==> src/rtl/seven_seg_bcd_converter.sv <==
`default_nettype none
// ============================================================================
//  Module   : seven_seg_bcd_converter
//  Purpose  : Sequential 16-bit binary to 4-digit packed BCD converter using
//             a shift-and-add-3 (double-dabble) engine, one iteration per
//             clock. Feeds the seven-segment display interface directly, so
//             the result register only changes when a conversion completes.
//  Ports    : clock_in  - system clock, rising edge
//             reset     - synchronous, active-low reset
//             bin_in    - unsigned binary value, sampled when start is accepted
//             start     - conversion request, level-sampled in IDLE only
//             bcd_out   - registered packed BCD {thousands,hundreds,tens,ones}
//             busy      - high while a conversion is in progress
//             done      - one-cycle pulse when bcd_out shows a new result
//             overflow  - registered, last converted value exceeded 9999
//  Config   : SEVEN_SEG_SATURATE_EN - when defined, results above 9999 are
//             shown as 9999; otherwise the ten-thousands digit is dropped.
//  Revision : 1.0 - initial release
// ============================================================================
module seven_seg_bcd_converter (
   input  logic        clock_in,
   input  logic        reset,
   input  logic [15:0] bin_in,
   input  logic        start,
   output logic [15:0] bcd_out,
   output logic        busy,
   output logic        done,
   output logic        overflow
);

   localparam logic [3:0]  LAST_ITER = 4'd15;
   localparam logic [15:0] BCD_MAX   = 16'h9999;

   typedef enum logic [1:0] {
      ST_IDLE  = 2'd0,
      ST_SHIFT = 2'd1,
      ST_LOAD  = 2'd2
   } state_t;

   state_t      state_q,   state_d;
   logic [15:0] shift_q,   shift_d;
   logic [19:0] scratch_q, scratch_d;
   logic [3:0]  cnt_q,     cnt_d;
   logic [15:0] bcd_q,     bcd_d;
   logic        done_q,    done_d;
   logic        ovf_q,     ovf_d;

   logic [19:0] scratch_adj;
   logic        scratch_ovf;
   logic [15:0] load_value;

   // Add-3 correction applied to every BCD nibble before the shift, so a
   // digit that would reach 10+ after doubling carries into the next digit.
   generate
      for (genvar gi = 0; gi < 5; gi++) begin : g_digit_adj
         assign scratch_adj[4*gi +: 4] = (scratch_q[4*gi +: 4] >= 4'd5)
                                       ? scratch_q[4*gi +: 4] + 4'd3
                                       : scratch_q[4*gi +: 4];
      end
   endgenerate

   assign scratch_ovf = |scratch_q[19:16];

`ifdef SEVEN_SEG_SATURATE_EN
   assign load_value = scratch_ovf ? BCD_MAX : scratch_q[15:0];
`else
   assign load_value = scratch_q[15:0];
`endif

   always_comb begin
      state_d   = state_q;
      shift_d   = shift_q;
      scratch_d = scratch_q;
      cnt_d     = cnt_q;
      bcd_d     = bcd_q;
      ovf_d     = ovf_q;
      done_d    = 1'b0;

      case (state_q)
         ST_IDLE: begin
            if (start) begin
               shift_d   = bin_in;
               scratch_d = 20'd0;
               cnt_d     = 4'd0;
               state_d   = ST_SHIFT;
            end
         end
         ST_SHIFT: begin
            // Scratch and shift register move together as one 36-bit word.
            {scratch_d, shift_d} = {scratch_adj, shift_q} << 1;
            cnt_d = cnt_q + 4'd1;
            if (cnt_q == LAST_ITER) begin
               state_d = ST_LOAD;
            end
         end
         ST_LOAD: begin
            bcd_d   = load_value;
            ovf_d   = scratch_ovf;
            done_d  = 1'b1;
            state_d = ST_IDLE;
         end
         default: begin
            state_d = ST_IDLE;
         end
      endcase
   end

   always_ff @(posedge clock_in) begin
      if (!reset) begin
         state_q   <= ST_IDLE;
         shift_q   <= 16'd0;
         scratch_q <= 20'd0;
         cnt_q     <= 4'd0;
         bcd_q     <= 16'd0;
         done_q    <= 1'b0;
         ovf_q     <= 1'b0;
      end else begin
         state_q   <= state_d;
         shift_q   <= shift_d;
         scratch_q <= scratch_d;
         cnt_q     <= cnt_d;
         bcd_q     <= bcd_d;
         done_q    <= done_d;
         ovf_q     <= ovf_d;
      end
   end

   assign bcd_out  = bcd_q;
   assign busy     = (state_q != ST_IDLE);
   assign done     = done_q;
   assign overflow = ovf_q;

endmodule
`default_nettype wire

==> config.mk <==
export PLATFORM = sky130hd
export DESIGN_NAME = seven_seg_bcd_converter
export DESIGN_NICKNAME = d
export VERILOG_FILES = /design/src/rtl/seven_seg_bcd_converter.sv
export SDC_FILE = /design/constraint.sdc
export NUM_CORES = 1
export LEC_CHECK = 0
export ABC_AREA = 1
export CAP_MARGIN = 15
export CORE_MARGIN = 2
export CORE_UTILIZATION = 43
export CTS_CLUSTER_SIZE = 30
export DETAILED_ROUTE_END_ITERATION = 10
export PLACE_DENSITY = 0.65
export SLEW_MARGIN = 20
export SYNTH_ARGS = -nofsm -noshare
export SYNTH_HDL_FRONTEND = slang
export SYNTH_SLANG_ARGS = --single-unit
==> constraint.sdc <==
create_clock -name clock_in -period 1.9 [get_ports clock_in]
set_input_delay 0.38 -clock clock_in [delete_from_list [all_inputs] [get_ports clock_in]]
set_output_delay 0.38 -clock clock_in [all_outputs]
set_load 0.01 [all_outputs]
==> run metrics, run 1 <==
total CTS buffers 9; CP Data Arrival Time approximately 1400 ps; Mean Syn Cell Area 7.07 um^2; vias in the first global route roughly 2400; initial core utilization 0.440; HP Class flip-flop to flip-flop; drt total wl 6.15 mm; H-Tree Depth 3; Peak VDD IR 398 uV; via count 2598; DRT iter0 DRCs 100; Worst path slowest cell clkdlybuf4s50_1; critical path's top delay family buffers and inverters; RSZ-0062 raised after global routing false; pin count of the biggest net entering global routing 34; Clock Tree Buf Depth 2; Netlist cell types 24; layout cells sized above 1 0.0734; # port buffers 37; FP Rows 29; net count after synthesis ~420; CP Class flip-flop to output port; final period utilization 0.935; status finished, final reports clean; Reg2Reg Depth 7; reg-to-reg startpoint state_q[0]$_SDFFE_PN0P_; chip height about 84 um; peak per-stage delay on the critical path 530 ps; Slew Limit Headroom 0.771; clock transition at the registers of the reported paths ~70 ps; CTS root buffer clkbuf_8; GPL Wtd Cong 0.908; worst-skew pair later-pin latency roughly 340 ps; setup TNS 0 ps; Clock Skew 7.17 ps; Post-Syn Instances 390; FF-to-FF setup slack 460 ps; Via density 5.06; detailed-route DRC error count 0; hold wc startpoint shift_q[0]$_SDFFE_PN0P_; grt ovf 0; Synth area leader dfxtp_1; Nets 463; setup repair bufs after CTS 0; I/O pins 38; initial antenna violation count 0; Synth top area share 0.435; WL/cell about 12 um; fmax 563 MHz; Final ANT Viol Nets 0; type of origin of the critical path flip-flop; Slew Limit Fails 0; DR pass1 iterations 4; dominant cells by area after synthesis dfxtp_1 44%, nand2_1 15%, a21oi_1 6.9%, nand3_1 6.2%, ha_1 5.4%; fin util 0.551; sequential area share after synthesis 0.435; hpwl dp a little over 4 mm; area of the core 6280 um^2; Leak 1.47 nW; clk sinks 60; overall routing resource usage 0.185; slew at the pin closest to its max-slew limit approximately 340 ps; hold buffer count at cts 0; Synth Warn # 0; CP Data Required Time 1520 ps; Synth-to-Final Area Change 25.3%; number of max-cap violations 0; CTS tree done; Buf/Inv on CP 2; # diodes 0; Min Clock Period, post-route 1780 ps; #FFs+latches synth 60; crit-path max FO 4; Hold Vio Cnt, Final 0; die width roughly 84 um; Power Density 775 nW/um^2; Endpoint, Worst Hold shift_q[0]$_SDFFE_PN0P_; final setup fails 0; CP Cell Sequence nor2_1 > inv_1 > clkdlybuf4s50_1; total die area 7070 um^2; worst hold path depth 2; Syn Std Cell Area 2760 um^2; CTS resizes 0; global-route wire length before repair about 11 mm; Crit. End Element output port; Critical R2R Capture scratch_q[4]$_SDFFE_PN0P_
cells in the mapped netlist:
library cell and count:
nor2_2 2, a21oi_1 38, o21ai_1 1, a31oi_1 2
a22oi_1 1, nand2_1 108, o21ai_0 26, buf_1 1
inv_1 39, nand4_1 10, buf_4 1, dfxtp_1 60
ha_1 12, inv_2 3, a41oi_1 1, o31ai_1 2
nand2_4 1, nand3_1 34, clkbuf_1 7, o211ai_1 4
nor2_1 28, nor3_1 1, buf_2 7, nand2_2 1
placed cells by master, fill, tap and decap left out, types with 12 or more instances in the layout:
| cell type | instances |
|---|---|
| ha_1 | 12 |
| inv_1 | 39 |
| nor2_1 | 28 |
| clkdlybuf4s50_1 | 37 |
| dfxtp_1 | 60 |
| nand3_1 | 34 |
| nand2_1 | 108 |
| o21ai_0 | 26 |
| a21oi_1 | 38 |
per-layer routing:
layer,wire length [um],up-vias,track usage
li1,-,1354,-
met1,3030,1159,0.242
met2,2710,77,0.289
met3,329,8,0.0485
met4,80,0,0.0777
met5,0,-,0
power breakdown:
group	total (mW)	internal [mW]	switching [mW]	leakage, nW
sequential	1.31	1.29	0.0190	0.486
clock	1.13	0.627	0.501	0.0979
combinational	0.244	0.106	0.138	0.884
tightest hold or removal path, cell delays in order (launching register included):
cell and delay [ps]:
dfxtp_1 310, nand2_1 60, a21oi_1 50
layout make-up:
type / instances / area [um^2]
inverter: 42 / 158
sequential: 60 / 1200
fill: 607 / 2820
tap: 77 / 96.3
timing repair buffer: 47 / 483
clock buffer: 10 / 138
clock inverter: 5 / 52.6
multi-input combinational: 272 / 1330
flip-flops by register name (all words and copies together), names as in the netlist:
signal     flops
bcd_out       16
cnt_q          4
overflow       1
done           1
scratch_q     20
state_q        2
shift_q       16
kinds of logic (layout without fill, tap and decap cells):
kind of cell,after synthesis,in the layout,synth area share
AO/OA/AOI/OAI,75,75,0.145
buffers and inverters,58,104,0.0834
adder cells (fa/ha/maj),12,12,0.0544
AND/OR/NAND/NOR,185,185,0.282
flip-flops,60,60,0.435
per-stage QoR:
step	std cells	area (um^2)	setup WS, ps	hold slack, ps	total power [mW]
after CTS	513	3460	110	465	2.71
after global placement	498	3270	202	451	1.58
after floorplan	390	2760	733	429	1.47
after global routing	513	3460	73.3	479	2.79
after detailed placement	498	3270	144	455	1.58
final	513	3460	124	466	2.68
how the worst max path moves through the flow:
stage,from,cells after the start,end,slack (ps)
2_1_floorplan,scratch_q[4]$_SDFFE_PN0P_,9,scratch_q[8]$_SDFFE_PN0P_,730
5_1_grt,state_q[0]$_SDFFE_PN0P_,3,busy,70
3_3_place_gp,start,7,scratch_q[14]$_SDFFE_PN0P_,200
6_report,state_q[0]$_SDFFE_PN0P_,3,busy,120
3_5_place_dp,start,7,scratch_q[15]$_SDFFE_PN0P_,140
4_1_cts,state_q[0]$_SDFFE_PN0P_,3,busy,110
Note: power is estimated with default switching activity, not from simulation.
==> run 2, diff against run 1 <==
--- a/config.mk
+++ b/config.mk
@@ -8,10 +8,10 @@
 export ABC_AREA = 1
 export CAP_MARGIN = 15
 export CORE_MARGIN = 2
-export CORE_UTILIZATION = 43
+export CORE_UTILIZATION = 45
 export CTS_CLUSTER_SIZE = 30
 export DETAILED_ROUTE_END_ITERATION = 10
-export PLACE_DENSITY = 0.65
+export PLACE_DENSITY = 0.68
 export SLEW_MARGIN = 20
 export SYNTH_ARGS = -nofsm -noshare
 export SYNTH_HDL_FRONTEND = slang
==> run 2 against run 1 <==
- via count shrank 2.5%
- clock power is essentially flat
- routed wire length shrank 5.1%
- global-route usage grew 0.62 points
- critical endpoint unchanged
- highest routed layer unchanged
==> run metrics, run 2 (synthesis results as in run 1) <==
Comb power frac 0.087 (-0.004); Flop pwr share 0.489 (about the same); CTS resizes 0 (unchanged); Clock Skew 5.35 ps (-1.82 ps); Hold Vio Cnt, Final 0 (unchanged); Final ANT Viol Nets 0 (unchanged); Endpoint, Worst Hold shift_q[0]$_SDFFE_PN0P_; Synth-to-Final Area Change 24.6%; Via density 4.95 (-2.3%); total die area 6770 um^2 (-4.2%); global-route wire length before repair 9.89 mm (-7.7%); Critical R2R Capture scratch_q[16]$_SDFFE_PN0P_; CP Data Required Time 1520 ps (about the same); hpwl dp 3.97 mm (-4.0%); fin cells 512 (-0.19%); CTS root buffer clkbuf_8; Nets 463 (unchanged); final design area excluding fillers 3440 um^2 (-0.51%); H-Tree Depth 3 (unchanged); Biggest register scratch_q; initial antenna violation count 0 (unchanged); worst-skew pair later-pin latency 340 ps (about the same); Peak VDD IR 482 uV (+21%); Reg2Reg Depth 9 (+2); area of the core 5920 um^2 (-5.7%); DP Area 3240 um^2 (-0.84%); setup TNS 0 ps (unchanged); initial core utilization 0.466 (+0.0265); Leak 1.46 nW (-0.24%); Slew Limit Headroom 0.780 (+0.00882); hold wc startpoint shift_q[0]$_SDFFE_PN0P_; Internal 2.04 mW (+1.0%); final-layout fill cell count 583 (-4.0%); detailed-route DRC error count 0 (unchanged); worst hold path depth 2 (unchanged); total CTS buffers 9 (unchanged); fin util 0.581 (+0.0302); via count 2533 (-2.5%); # diodes 0 (unchanged); grt ovf 0 (unchanged); final period utilization 0.915 (-0.0198); status finished, final reports clean; type of origin of the critical path flip-flop; final setup fails 0 (unchanged); pin count of the biggest net entering global routing 34 (unchanged); FP Rows 28 (-3.4%); slew at the pin closest to its max-slew limit 330 ps (-13.2 ps); I/O pins 38 (unchanged); most common cell after layout, fill and taps aside nand2_1; CTS tree done; die width 82.3 um (-2.1%); number of max-cap violations 0 (unchanged); fmax 575 MHz (+2.2%); clock transition at the registers of the reported paths 60 ps (about the same); DRT iter0 DRCs 104 (+4.0%); WL/cell 11.4 um (-4.9%); Crit. End Element output port; HP Class flip-flop to flip-flop; overall routing resource usage 0.191 (+0.00624); Placed Cells 496 (-0.40%); CP Class flip-flop to output port; CP Data Arrival Time 1360 ps (-40 ps); hold buffer count at cts 0 (unchanged); # port buffers 37 (unchanged); clk sinks 60 (unchanged); chip height 82.3 um (-2.1%); FF-to-FF setup slack 530 ps (+70 ps); max reg flops 20 (unchanged); reg-to-reg startpoint scratch_q[12]$_SDFFE_PN0P_; Slew Limit Fails 0 (unchanged); DR pass1 iterations 4 (unchanged); Clock Power Share 0.424 (+0.003); setup repair bufs after CTS 0 (unchanged); GPL Wtd Cong 0.797 (-12%); Clock Tree Buf Depth 2 (unchanged); most frequent cells in the layout 108 x nand2_1, 60 x dfxtp_1, 39 x inv_1, 38 x a21oi_1, 37 x clkdlybuf4s50_1; RSZ-0062 raised after global routing false; vias in the first global route 2235 (-7.6%); drt total wl 5.84 mm (-5.1%); Power Density 778 nW/um^2 (+0.35%); Net Switching 0.633 mW (-3.7%); Min Clock Period, post-route 1740 ps (-37.6 ps); crit-path max FO 4 (unchanged); layout cells sized above 1 0.0709 (-0.00246); Switching Fraction 0.237 (-0.00880)
[run 2: changes by cell type in the layout (fill, tap and decap cells not counted), sizes merged]
cell,delta
clkbuf,+6
clkinv,-3
bufinv,-1
clkinvlp,-1
[run 2: how the worst max path moves through the flow]
stage,endpoint,startpoint,depth (start not counted)
global placement,scratch_q[15]$_SDFFE_PN0P_,start,7
global route,busy,state_q[0]$_SDFFE_PN0P_,3
CTS,busy,state_q[0]$_SDFFE_PN0P_,3
floorplan,scratch_q[8]$_SDFFE_PN0P_,scratch_q[4]$_SDFFE_PN0P_,9
detailed placement,scratch_q[15]$_SDFFE_PN0P_,start,7
finish,busy,state_q[0]$_SDFFE_PN0P_,3
[run 2: stage by stage]
step | hold WS (ps) | power [mW] | setup slack [ps]
2_1_floorplan | 429 | 1.47 | 733
3_3_place_gp | 447 | 1.57 | 256
3_5_place_dp | 452 | 1.57 | 229
4_1_cts | 462 | 2.70 | 142
5_1_grt | 498 | 2.78 | 103
6_report | 461 | 2.67 | 162
[run 2: layer usage]
layer / share of wire / vias up / track usage / wire [um]
met5: 0 / - / 0 / 0
li1: - / 1353 / - / -
met2: 0.42 / 49 / 0.283 / 2460
met3: 0.042 / 9 / 0.0565 / 243
met1: 0.52 / 1122 / 0.255 / 3040
met4: 0.015 / 0 / 0.0900 / 90
[run 2: area by class of cell]
| class | instances | area [um^2] | share of cell area |
|---|---|---|---|
| clock buffer | 16 | 200 | 0.0582 |
| inverter | 42 | 158 | 0.0459 |
| multi-input combinational | 272 | 1330 | 0.386 |
| sequential | 60 | 1200 | 0.349 |
| tap | 75 | 93.8 | 0.0273 |
| timing repair buffer | 47 | 458 | 0.133 |
[run 2: power by group through the flow]
| stage | sequential, mW | clock (mW) | combinational [mW] |
|---|---|---|---|
| 4_1_cts | 1.31 | 1.16 | 0.235 |
| 2_1_floorplan | 1.33 | 0 | 0.137 |
| 3_5_place_dp | 1.33 | 0 | 0.234 |
| 6_report | 1.31 | 1.14 | 0.232 |
| 5_1_grt | 1.31 | 1.22 | 0.258 |
| 3_3_place_gp | 1.33 | 0 | 0.232 |
[run 2: worst max-delay path, cell delays in order (launching register included)]
cell and delay [ps]:
dfxtp_1 410, nor2_1 60, inv_1 50, clkdlybuf4s50_1 520
==> run 3, diff against run 2 <==
--- a/config.mk
+++ b/config.mk
@@ -12,6 +12,7 @@
 export CTS_CLUSTER_SIZE = 30
 export DETAILED_ROUTE_END_ITERATION = 10
 export PLACE_DENSITY = 0.68
+export SKIP_CTS_REPAIR_TIMING = 1
 export SLEW_MARGIN = 20
 export SYNTH_ARGS = -nofsm -noshare
 export SYNTH_HDL_FRONTEND = slang
==> results of run 3 <==
No change in the layout: final DEF, timing and power equal those of run 2.
